## config.mk

```make
export PLATFORM = sky130hd
export DESIGN_NAME = hlsm_launcher
export DESIGN_NICKNAME = d
export VERILOG_FILES = /design/src/rtl/hlsm_launcher.sv
export SDC_FILE = /design/constraint.sdc
export NUM_CORES = 1
export LEC_CHECK = 0
export ABC_AREA = 1
export ABC_CLOCK_PERIOD_IN_PS = 1700
export CORE_AREA = 2 2 126 128
export DETAILED_ROUTE_END_ITERATION = 8
export DIE_AREA = 0 0 128 130
export DONT_BUFFER_PORTS = 1
export GPL_TIMING_DRIVEN = 0
export PLACE_DENSITY_LB_ADDON = 0.08
export SLEW_MARGIN = 25
export SYNTH_ARGS = -nofsm -noshare
export SYNTH_HDL_FRONTEND = slang
export SYNTH_SLANG_ARGS = --single-unit
export TNS_END_PERCENT = 5
```

## constraint.sdc

```tcl
create_clock -name Clk -period 1.7 [get_ports Clk]
set_input_delay 0.425 -clock Clk [delete_from_list [all_inputs] [get_ports Clk]]
set_output_delay 0.425 -clock Clk [all_outputs]
set_load 0.05 [all_outputs]
```

## src/rtl/hlsm_launcher.sv

```systemverilog
// ---------------------------------------------------------------------------
// hlsm_launcher
//
// Handshake front-end for an HLSM datapath block with a Start/Done interface.
// It accepts one operand bundle at a time and holds the operands stable on the
// HLSM inputs. It then pulses Start for one cycle and waits for Done. When
// Done arrives it captures the two results and offers them downstream on a
// valid/ready channel. It also records the Start-to-Done latency, counts
// completed jobs, and raises sticky flags for timeouts and for Done pulses
// that arrive outside WAIT.
//
// Ports:
//   Clk, Rst            clock and synchronous active-high reset
//   in_valid/in_ready   operand bundle handshake
//   in_a..in_g          operand bundle
//   a..g                registered operands driven to the HLSM
//   Start               one-cycle launch pulse (registered)
//   Done, j, l          HLSM completion pulse and results (valid with Done)
//   out_valid/out_ready result handshake
//   out_j, out_l        captured results
//   lat_meas            Start-to-Done cycle count of the last completed job
//   job_count           completed jobs (wraps)
//   timeout_err         sticky: a job timed out
//   spurious_done       sticky: Done seen outside WAIT
// ---------------------------------------------------------------------------
module hlsm_launcher #(
  parameter int DATA_WIDTH = 16,
  parameter int TIMEOUT    = 16
) (
  input  logic                  Clk,
  input  logic                  Rst,
  input  logic                  in_valid,
  output logic                  in_ready,
  input  logic [DATA_WIDTH-1:0] in_a,
  input  logic [DATA_WIDTH-1:0] in_b,
  input  logic [DATA_WIDTH-1:0] in_c,
  input  logic [DATA_WIDTH-1:0] in_d,
  input  logic [DATA_WIDTH-1:0] in_e,
  input  logic [DATA_WIDTH-1:0] in_f,
  input  logic [DATA_WIDTH-1:0] in_g,
  output logic [DATA_WIDTH-1:0] a,
  output logic [DATA_WIDTH-1:0] b,
  output logic [DATA_WIDTH-1:0] c,
  output logic [DATA_WIDTH-1:0] d,
  output logic [DATA_WIDTH-1:0] e,
  output logic [DATA_WIDTH-1:0] f,
  output logic [DATA_WIDTH-1:0] g,
  output logic                  Start,
  input  logic                  Done,
  input  logic [DATA_WIDTH-1:0] j,
  input  logic [DATA_WIDTH-1:0] l,
  output logic                  out_valid,
  input  logic                  out_ready,
  output logic [DATA_WIDTH-1:0] out_j,
  output logic [DATA_WIDTH-1:0] out_l,
  output logic [7:0]            lat_meas,
  output logic [15:0]           job_count,
  output logic                  timeout_err,
  output logic                  spurious_done
);

  localparam logic [7:0] TIMEOUT_CNT = 8'(TIMEOUT);

  typedef enum logic [1:0] {
    ST_IDLE,
    ST_LAUNCH,
    ST_WAIT,
    ST_HOLD
  } state_t;

  state_t     state_q;
  state_t     state_d;
  logic [7:0] cnt;
  logic       accept;
  logic       capture;
  logic       expire;

  // Both handshake outputs come straight from the state so neither channel
  // has a combinational path from the other side's valid/ready.
  assign in_ready  = (state_q == ST_IDLE);
  assign out_valid = (state_q == ST_HOLD);

  // State register.
  always_ff @(posedge Clk) begin
    if (Rst) begin
      state_q <= ST_IDLE;
    end else begin
      state_q <= state_d;
    end
  end

  // Next-state logic plus the single-cycle strobes that steer the datapath.
  // In WAIT, Done is tested before the timeout, so a Done that arrives on the
  // last allowed cycle still produces a result.
  always_comb begin
    state_d = state_q;
    accept  = 1'b0;
    capture = 1'b0;
    expire  = 1'b0;
    case (state_q)
      ST_IDLE: begin
        if (in_valid) begin
          accept  = 1'b1;
          state_d = ST_LAUNCH;
        end
      end
      ST_LAUNCH: begin
        state_d = ST_WAIT;
      end
      ST_WAIT: begin
        if (Done) begin
          capture = 1'b1;
          state_d = ST_HOLD;
        end else if (cnt == TIMEOUT_CNT) begin
          expire  = 1'b1;
          state_d = ST_IDLE;
        end
      end
      ST_HOLD: begin
        if (out_ready) begin
          state_d = ST_IDLE;
        end
      end
      default: begin
        state_d = ST_IDLE;
      end
    endcase
  end

  // Datapath registers. Start is registered from the accept strobe, so it is
  // high exactly during the LAUNCH cycle. The operands only load on accept,
  // so the free-running HLSM sees stable inputs for the whole job.
  always_ff @(posedge Clk) begin
    if (Rst) begin
      a             <= '0;
      b             <= '0;
      c             <= '0;
      d             <= '0;
      e             <= '0;
      f             <= '0;
      g             <= '0;
      Start         <= 1'b0;
      cnt           <= '0;
      out_j         <= '0;
      out_l         <= '0;
      lat_meas      <= '0;
      job_count     <= '0;
      timeout_err   <= 1'b0;
      spurious_done <= 1'b0;
    end else begin
      Start <= accept;

      if (accept) begin
        a <= in_a;
        b <= in_b;
        c <= in_c;
        d <= in_d;
        e <= in_e;
        f <= in_f;
        g <= in_g;
      end

      // cnt is 1 in the first WAIT cycle, so it equals the number of cycles
      // elapsed since the Start cycle.
      if (state_q == ST_LAUNCH) begin
        cnt <= 8'd1;
      end else if (state_q == ST_WAIT && !capture && !expire) begin
        cnt <= cnt + 8'd1;
      end

      if (capture) begin
        out_j     <= j;
        out_l     <= l;
        lat_meas  <= cnt;
        job_count <= job_count + 16'd1;
      end

      if (expire) begin
        timeout_err <= 1'b1;
      end

      if (Done && state_q != ST_WAIT) begin
        spurious_done <= 1'b1;
      end
    end
  end

endmodule

```

==> results.yml, run 1 <==
run_status:
  status: "completed"
finish:
  fin_nets: 1055
  final_core_util_pct: 49.1
  drive_gt1_share_pct: 9.29
  area_delta_synth_final_pct: 13.0
  antennaDiodeCount: 0
global_routing:
  grt_max_degree: 17
  grt_pass1_vias: 5113
  grt_usage_pct: 21.0
  antenna_found_initial: 1
  overflow: 0
  grt_pass1_wl_um: 27000
drt:
  postRouteWirelength_um: 18500
  drcViolationCount: 0
  viasPerCell: 5.07
  vias: 5612
  postRouteAntennaNets: 0
  avgRoutedWirePerCell_um: 16.7
  dr.pass1.iters: 4
  drt_first_iter_violations: 238
timing:
  worstMarginPinSlew_ns: 0.663
  skew_ns: 0.00929
  finalHoldViolations: 0
  clock.fmax_mhz: 601
  post-route-period-util_pct: 97.9
  maxSlewHeadroom_pct: 55.7
  grt_setup_unrepaired: "yes"
  setup_viol: 0
  drv_slew: 0
  finalCriticalPeriod_ns: 1.66
synthesis:
  syn-num-nets: 1036
  synth_area_per_cell_um2: 7.58
  ys_seq_area_share_pct: 54.1
  postSynthCellCount: 884
  yosys_warnings: 0
  ys_seq_elements: 181
  synth.distinct_cells: 25
  synthesis.area_um2: 6700
placed_design:
  place_congestion: 0.799
  port_buffers: 0
  hpwl_um: 14400
power_and_ir_drop:
  comb_power_share_pct: 13.0
  powerDensity_nw_per_um2: 1710
  power_leakage_nw: 3.02
  intPower_mw: 7.75
  power.share.clock_pct: 31.2
  power_switching_mw: 5.24
  p_sw_share_pct: 40.3
  vdd_drop_max_mv: 0.946
  finalPower_mw: 13.0
  seq_power_share_pct: 55.8
floorplanning:
  die_w_um: 128
  rows: 46
  core_um2: 15400
  start_util_pct: 43.4
  die_h_um: 130
  dieArea_um2: 16600
  ioPinCount: 322
critical_path:
  cp_max_fo: 10
  cp_top_family: "simple AND/OR/NAND/NOR gates"
  arrival_ns: 2.02
  reg2reg_depth: 7
  cp-start-kind: "flip-flop"
  cpMostUsedCell: "nor2_1"
  path_depth: 7
  endpoint_kind: "flip-flop"
  path_buf_inv: 3
  path_class: "flip-flop to flip-flop"
  crit_chain: "nor2_4 -> nand2_4 -> inv_2 -> buf_4 -> buf_2 -> nor2_1 -> nor2_1"
  cp.required_ns: 2.06
  cp_slowest_cell: "nor2_4"
  slowest_delay_ns: 0.38
clock_network:
  h-tree-depth: 4
  tritoncts: "built"
  clockBufferDepth: 2
  numCtsBuffers: 17
  postCtsSetupRepairBufs: 0
  clockRootBuffer: "clkbuf_16"
  clock_latency_ns: 0.42
  cts_sinks: 181
  cts_hold_buffers: 0
  clk_pin_slew_worst_paths_ns: 0.07
hold_path:
  holdPathStages: 2
  holdCritPathClass: "input port to flip-flop"
job:
  max_cap_viol_count: 0
what timing repair did:
action                                  in CTS  in global routing
endpoints found under the setup margin      71                 83
gates resized for setup                     10                 14
cloned                                       0                  0
pin swaps                                    1                  2
power groups by stage:
stage / Sequential [mW] / Combinational [mW] / Clock (mW)
5_1_grt: 7.32 / 1.95 / 4.33
6_report: 7.25 / 1.69 / 4.05
3_3_place_gp: 7.35 / 1.61 / 0
3_5_place_dp: 7.36 / 1.68 / 0
4_1_cts: 7.27 / 1.70 / 4.13
2_1_floorplan: 7.17 / 1.34 / 0
cell families (layout without fill, tap and decap cells):
logic type               after synthesis  count (layout)  synth area share (%)
buffers and inverters                 91             122                  5.97
flip-flops                           181             181                  54.1
XOR/XNOR                               4               4                 0.523
adder cells (fa/ha/maj)                3               3                 0.560
AND/OR/NAND/NOR                      423             423                  25.1
AO/OA/AOI/OAI                        182             182                  13.8
synth_stat cells, drive strengths merged:
master / number / area (µm²)
nand4: 7 / 43.8
inv: 38 / 143
nand3: 10 / 62.6
buf: 32 / 179
o21a: 2 / 15.0
nand2: 135 / 517
clkbuf: 21 / 78.8
nor2: 269 / 1050
a21oi: 54 / 270
nor3: 1 / 5.00
ha: 3 / 37.5
o21ai: 124 / 621
o21bai: 1 / 7.51
xor2: 4 / 35.0
o2111ai: 1 / 8.76
nand3b: 1 / 7.51
dfxtp: 181 / 3620
per-stage QoR:
step | setup TNS, ns | hold WS [ns] | cells | setup WS (ns) | area, µm²
finish | 0 | 0.137 | 1107 | 0.0354 | 7570
global route | -1.94 | 0.112 | 1107 | -0.0684 | 7570
CTS | 0 | 0.118 | 1107 | 0.00831 | 7560
detailed placement | -6.66 | 0.510 | 1076 | -0.174 | 6940
global placement | -1.77 | 0.505 | 1076 | -0.0846 | 6940
floorplan | 0 | 0.459 | 884 | 0.156 | 6700
per-layer routing:
layer | vias up | global-route usage (%) | wire length, µm
met1 | 2496 | 21.6 | 6810
met3 | 33 | 9.47 | 2010
met5 | - | 0 | 11
met4 | 2 | 8.53 | 417
li1 | 2847 | - | -
met2 | 234 | 37.6 | 9230
worst register-to-register path: stages, from the launching register on:
cell     delay (ns)
dfxtp_2        0.37
nor2_4         0.38
nand2_4        0.14
inv_2          0.10
buf_4          0.19
buf_2          0.24
nor2_1         0.06
nor2_1         0.13
final cells by class:
| class | count | area, µm² |
|---|---|---|
| multi-input cells | 612 | 2680 |
| well taps | 192 | 240 |
| plain buffers | 53 | 270 |
| flip-flops and latches | 181 | 3640 |
| inverters | 38 | 146 |
| clock inverters | 13 | 170 |
| clock buffers | 18 | 429 |
| fillers | 1555 | 7850 |
cells in the final DEF (no fill, tap or decap), types with 2 or more instances in the layout:
master,netlist,layout
inv_1,35,34
a21oi_1,54,54
clkinvlp_4,0,3
xor2_1,4,4
o21ai_1,0,6
clkbuf_4,0,2
nor2_1,262,262
dfxtp_1,181,171
inv_2,3,3
nand4_1,7,7
dfxtp_2,0,8
bufinv_16,0,3
o21ai_0,124,118
buf_2,23,18
dfxtp_4,0,2
nand2_1,133,133
nor2_2,3,3
buf_4,8,11
inv_6,0,5
clkbuf_16,0,17
nor2_4,4,4
clkinv_2,0,2
o21a_1,2,2
nand3_1,9,9
clkbuf_1,21,22
ha_1,3,3
path summary, 6_finish.rpt:
| kind | start | to | slack (ns) |
|---|---|---|---|
| setup / recovery | state_q[1] | e[10] | 0.04 |
| hold / removal | j[1] | out_j[1] | 0.14 |
| setup reg to reg | state_q[1] | e[10] | 0.04 |
| hold reg to reg | cnt[1] | lat_meas[1] | 0.51 |
(Power assumes the default switching activity.)
==> inputs of run 2 (changes only) <==
--- a/config.mk
+++ b/config.mk
@@ -7,12 +7,13 @@
 export LEC_CHECK = 0
 export ABC_AREA = 1
 export ABC_CLOCK_PERIOD_IN_PS = 1700
-export CORE_AREA = 2 2 126 128
+export CORE_AREA = 2 2 124 126
 export DETAILED_ROUTE_END_ITERATION = 8
-export DIE_AREA = 0 0 128 130
+export DIE_AREA = 0 0 126 128
 export DONT_BUFFER_PORTS = 1
 export GPL_TIMING_DRIVEN = 0
 export PLACE_DENSITY_LB_ADDON = 0.08
+export RECOVER_POWER = 25
 export SLEW_MARGIN = 25
 export SYNTH_ARGS = -nofsm -noshare
 export SYNTH_HDL_FRONTEND = slang
==> results.yml, run 2 (synthesis results as in run 1) <==
power_and_ir_drop:
  power_switching_mw: 5.20
  power_leakage_nw: 3.02
  comb_power_share_pct: 13.3
  powerDensity_nw_per_um2: 1710
  intPower_mw: 7.72
  seq_power_share_pct: 56.1
  vdd_drop_max_mv: 0.836
  p_sw_share_pct: 40.3
  power.share.clock_pct: 30.6
  finalPower_mw: 12.9
finish:
  most-common-layout-cells: "nor2_1, dfxtp_1, nand2_1"
  fin_nets: 1055
  area_delta_synth_final_pct: 12.8
  final.fill_count: 1500
  antennaDiodeCount: 0
  drive_gt1_share_pct: 9.18
  layout.cells.non_filler: 1103
  layout_commonest_cell: "nor2_1"
  final_core_util_pct: 50.8
critical_path:
  reg2reg_depth: 6
  timing.rr.start: "state_q[1]"
  crit_start: "state_q[1]"
  cp_max_fo: 10
  path_class: "flip-flop to flip-flop"
  arrival_ns: 1.98
  r2r_slack_ns: 0.04
  reg2reg_to: "g[9]"
  endpoint_kind: "flip-flop"
  cp-start-kind: "flip-flop"
  cp.required_ns: 2.02
timing:
  maxSlewHeadroom_pct: 56.1
  worstMarginPinSlew_ns: 0.657
  drv_slew: 0
  skew_ns: 0.00455
  post-route-period-util_pct: 97.7
  finalCriticalPeriod_ns: 1.66
  finalSetupTns_ns: 0
  grt_setup_unrepaired: "yes"
  finalHoldViolations: 0
  setup_viol: 0
  clock.fmax_mhz: 602
  hold_slack_ns: 0.134
floorplanning:
  start_util_pct: 45.1
  rows: 45
  core_um2: 14900
  die_w_um: 126
  ioPinCount: 322
  dieArea_um2: 16100
  die_h_um: 128
global_routing:
  overflow: 0
  grtUsageMet3_pct: 10.1
  use_met2_pct: 39.4
  grt_usage_pct: 22.5
  grt_pass1_vias: 5533
  grt_max_degree: 17
  top_usage_layer: "met2"
  antenna_found_initial: 0
  grt_pass1_wl_um: 28300
  grtUsageMet1_pct: 23.1
clock_network:
  cts_hold_buffers: 0
  clockRootBuffer: "clkbuf_16"
  clockBufferDepth: 2
  numCtsBuffers: 17
  h-tree-depth: 4
  clock_latency_ns: 0.43
  tritoncts: "built"
  cts_sinks: 181
  clk_pin_slew_worst_paths_ns: 0.07
  postCtsSetupRepairBufs: 0
hold_path:
  hold_start: "l[6]"
  hold_end: "out_l[6]"
  holdCritPathClass: "input port to flip-flop"
  holdPathStages: 2
drt:
  avgRoutedWirePerCell_um: 17.2
  drcViolationCount: 0
  viasPerCell: 5.20
  postRouteAntennaNets: 0
  drt_first_iter_violations: 256
  postRouteWirelength_um: 19000
  dr.pass1.iters: 5
  vias: 5740
placed_design:
  hpwl_um: 14500
  place_congestion: 0.853
  dp_cells: 1072
  port_buffers: 0
run_status:
  status: "completed"
job:
  max_cap_viol_count: 0
run 2: cell count changes in the layout (fill, tap and decap cells not counted), moves of 2 or more:
cell / delta
o21ai_0: -15
buf_2: -5
clkbuf_1: +2
inv_6: -3
o21ai_1: +15
clkbuf_8: +3
dfxtp_2: +2
clkinv_4: +3
clkbuf_2: +4
run 2: worst max-delay path: stages, from the launching register on:
cell and delay [ns]:
dfxtp_2 0.37, nor2_4 0.38, nand2_4 0.14, buf_4 0.21, buf_2 0.20, o21ai_0 0.19, nor2_1 0.06
run 2: repair_timing:
item	4_1_cts	5_1_grt
gates cloned	0	0
endpoints found under the setup margin	74	78
resized for setup	8	42
pin swaps	1	2
run 2: power by group through the flow:
stage	registers, mW	logic, mW	clock network, mW
final	7.25	1.72	3.95
after global routing	7.32	2.00	4.18
after CTS	7.26	1.71	4.04
after detailed placement	7.35	1.70	0
after global placement	7.35	1.61	0
after floorplan	7.17	1.34	0
run 2: area by class of cell:
type,instances,area (µm²),area share [%]
clock buffer,21,470,6.23
inverter,38,146,1.94
tap,188,235,3.11
clock inverter,10,121,1.61
buffer,53,273,3.61
sequential,181,3640,48.2
multi-input combinational,612,2670,35.3
run 2: how the worst max path moves through the flow:
stage                         endpoint  slack, ns  cells after the start
after floorplan           job_count[9]       0.16                      7
after global placement            a[7]      -0.09                      6
after detailed placement          a[7]      -0.16                      6
after CTS                        g[10]       0.01                      7
after global routing      job_count[9]      -0.01                      7
final                             g[9]       0.04                      6
run 2: metal layers:
metal | share of wire (%) | vias up | wire, µm
li1 | - | 2850 | -
met1 | 36 | 2605 | 6880
met2 | 50 | 251 | 9480
met3 | 11 | 34 | 2100
met4 | 2.7 | 0 | 509
met5 | 0 | - | 0
run 2: metrics by stage:
step | cell area, µm² | worst slack, ns
3_3_place_gp | 6940 | -0.0850
4_1_cts | 7540 | 0.0110
3_5_place_dp | 6940 | -0.155
2_1_floorplan | 6700 | 0.156
5_1_grt | 7560 | -0.0136
6_report | 7560 | 0.0384
==> inputs of run 3 (changes only) <==
--- a/config.mk
+++ b/config.mk
@@ -7,9 +7,9 @@
 export LEC_CHECK = 0
 export ABC_AREA = 1
 export ABC_CLOCK_PERIOD_IN_PS = 1700
-export CORE_AREA = 2 2 124 126
+export CORE_AREA = 2 2 126 128
 export DETAILED_ROUTE_END_ITERATION = 8
-export DIE_AREA = 0 0 126 128
+export DIE_AREA = 0 0 128 130
 export DONT_BUFFER_PORTS = 1
 export GPL_TIMING_DRIVEN = 0
 export PLACE_DENSITY_LB_ADDON = 0.08
==> results.yml, run 3 (synthesis results as in run 1) <==
run_status:
  status: "completed"
clock_network:
  clock_latency_ns: 0.43
  cts_sinks: 181
  tritoncts: "built"
  h-tree-depth: 4
  postCtsSetupRepairBufs: 0
  clockBufferDepth: 2
  numCtsBuffers: 17
  clk_pin_slew_worst_paths_ns: 0.07
  cts_hold_buffers: 0
  clockRootBuffer: "clkbuf_16"
finish:
  fin_nets: 1055
  layout.cells.non_filler: 1107
  drive_gt1_share_pct: 9.07
  multi_input_area_um2: 2680
  antennaDiodeCount: 0
  layout_commonest_cell: "nor2_1"
  most-common-layout-cells: "nor2_1, dfxtp_1, nand2_1"
  ff_latch_area_um2: 3640
  final.fill_count: 1556
  final_core_util_pct: 49.0
  postLayoutCellArea_um2: 7560
  area_delta_synth_final_pct: 12.8
critical_path:
  endpoint_kind: "flip-flop"
  r2r_slack_ns: 0.03
  cp_max_fo: 10
  path_class: "flip-flop to flip-flop"
  reg2reg_depth: 7
  reg2reg_to: "e[10]"
  cp.required_ns: 2.06
  timing.rr.start: "state_q[1]"
  cp-start-kind: "flip-flop"
  arrival_ns: 2.02
power_and_ir_drop:
  power_switching_mw: 5.24
  power_leakage_nw: 3.02
  powerDensity_nw_per_um2: 1720
  finalPower_mw: 13.0
  seq_power_share_pct: 55.9
  intPower_mw: 7.74
  comb_power_share_pct: 12.9
  power.share.clock_pct: 31.2
  vdd_drop_max_mv: 0.946
  p_sw_share_pct: 40.3
hold_path:
  holdCritPathClass: "input port to flip-flop"
  hold_end: "out_j[1]"
  hold_start: "j[1]"
  holdPathStages: 2
timing:
  finalCriticalPeriod_ns: 1.67
  post-route-period-util_pct: 98.0
  hold_slack_ns: 0.137
  setup_viol: 0
  fin_ws_ns: 0.0348
  clock.fmax_mhz: 601
  finalHoldViolations: 0
  drv_slew: 0
  finalSetupTns_ns: 0
  worstMarginPinSlew_ns: 0.663
  skew_ns: 0.00949
  grt_setup_unrepaired: "yes"
  maxSlewHeadroom_pct: 55.7
placed_design:
  dp_cells: 1076
  hpwl_um: 14400
  pre_cts_ws_ns: -0.174
  port_buffers: 0
  placed_area_um2: 6940
  place_congestion: 0.799
floorplanning:
  start_util_pct: 43.4
  rows: 46
  core_um2: 15400
  die_w_um: 128
  dieArea_um2: 16600
  die_h_um: 130
  ioPinCount: 322
drt:
  drt_first_iter_violations: 242
  avgRoutedWirePerCell_um: 16.7
  postRouteAntennaNets: 0
  dr.pass1.iters: 4
  vias: 5608
  drcViolationCount: 0
  postRouteWirelength_um: 18500
  viasPerCell: 5.07
global_routing:
  grt_usage_pct: 21.0
  overflow: 0
  grt_pass1_wl_um: 27000
  grt_pass1_vias: 5113
  grt_max_degree: 17
  antenna_found_initial: 1
job:
  max_cap_viol_count: 0
==> run 3: power groups by stage <==
stage	Clock [mW]	Combinational [mW]	Sequential, mW
detailed placement	0	1.68	7.36
global route	4.33	1.94	7.32
floorplan	0	1.34	7.17
CTS	4.13	1.70	7.27
finish	4.05	1.67	7.25
global placement	0	1.61	7.35
==> run 3: final cells by class <==
class | count | share of cell area, %
flip-flops and latches | 181 | 48.1
clock buffers | 18 | 5.68
clock inverters | 13 | 2.25
well taps | 192 | 3.18
multi-input cells | 612 | 35.4
inverters | 38 | 1.94
plain buffers | 53 | 3.39
==> run 3: worst max-delay path by stage <==
stage,start,cells after the start,end,slack [ns]
after floorplan,job_count[2],7,job_count[9],0.16
after global routing,state_q[1],7,d[11],-0.07
after CTS,state_q[0],7,f[12],0.008
after global placement,Rst,6,d[0],-0.08
after detailed placement,Rst,6,f[10],-0.17
final,state_q[1],7,e[10],0.03
==> run 3: metal layers <==
layer  routed length [µm]  up-vias  global-route usage [%]
li1                     -     2847                       -
met1                 6760     2490                    21.6
met2                 9230      238                    37.6
met3                 2050       31                    9.47
met4                  421        2                    8.53
met5                   11        -                       0
==> run 3: timing repair <==
action | in CTS | in global routing
setup endpoints to repair | 71 | 83
gates resized for setup | 10 | 14
endpoints found under the hold margin | 0 | 0
pin swaps | 1 | 2
==> run 3: critical path, cell delays in order, from the launching register on <==
cell     delay (ns)
dfxtp_2        0.37
nor2_4         0.38
nand2_4        0.14
inv_2          0.10
buf_4          0.19
buf_2          0.24
nor2_1         0.06
nor2_1         0.13
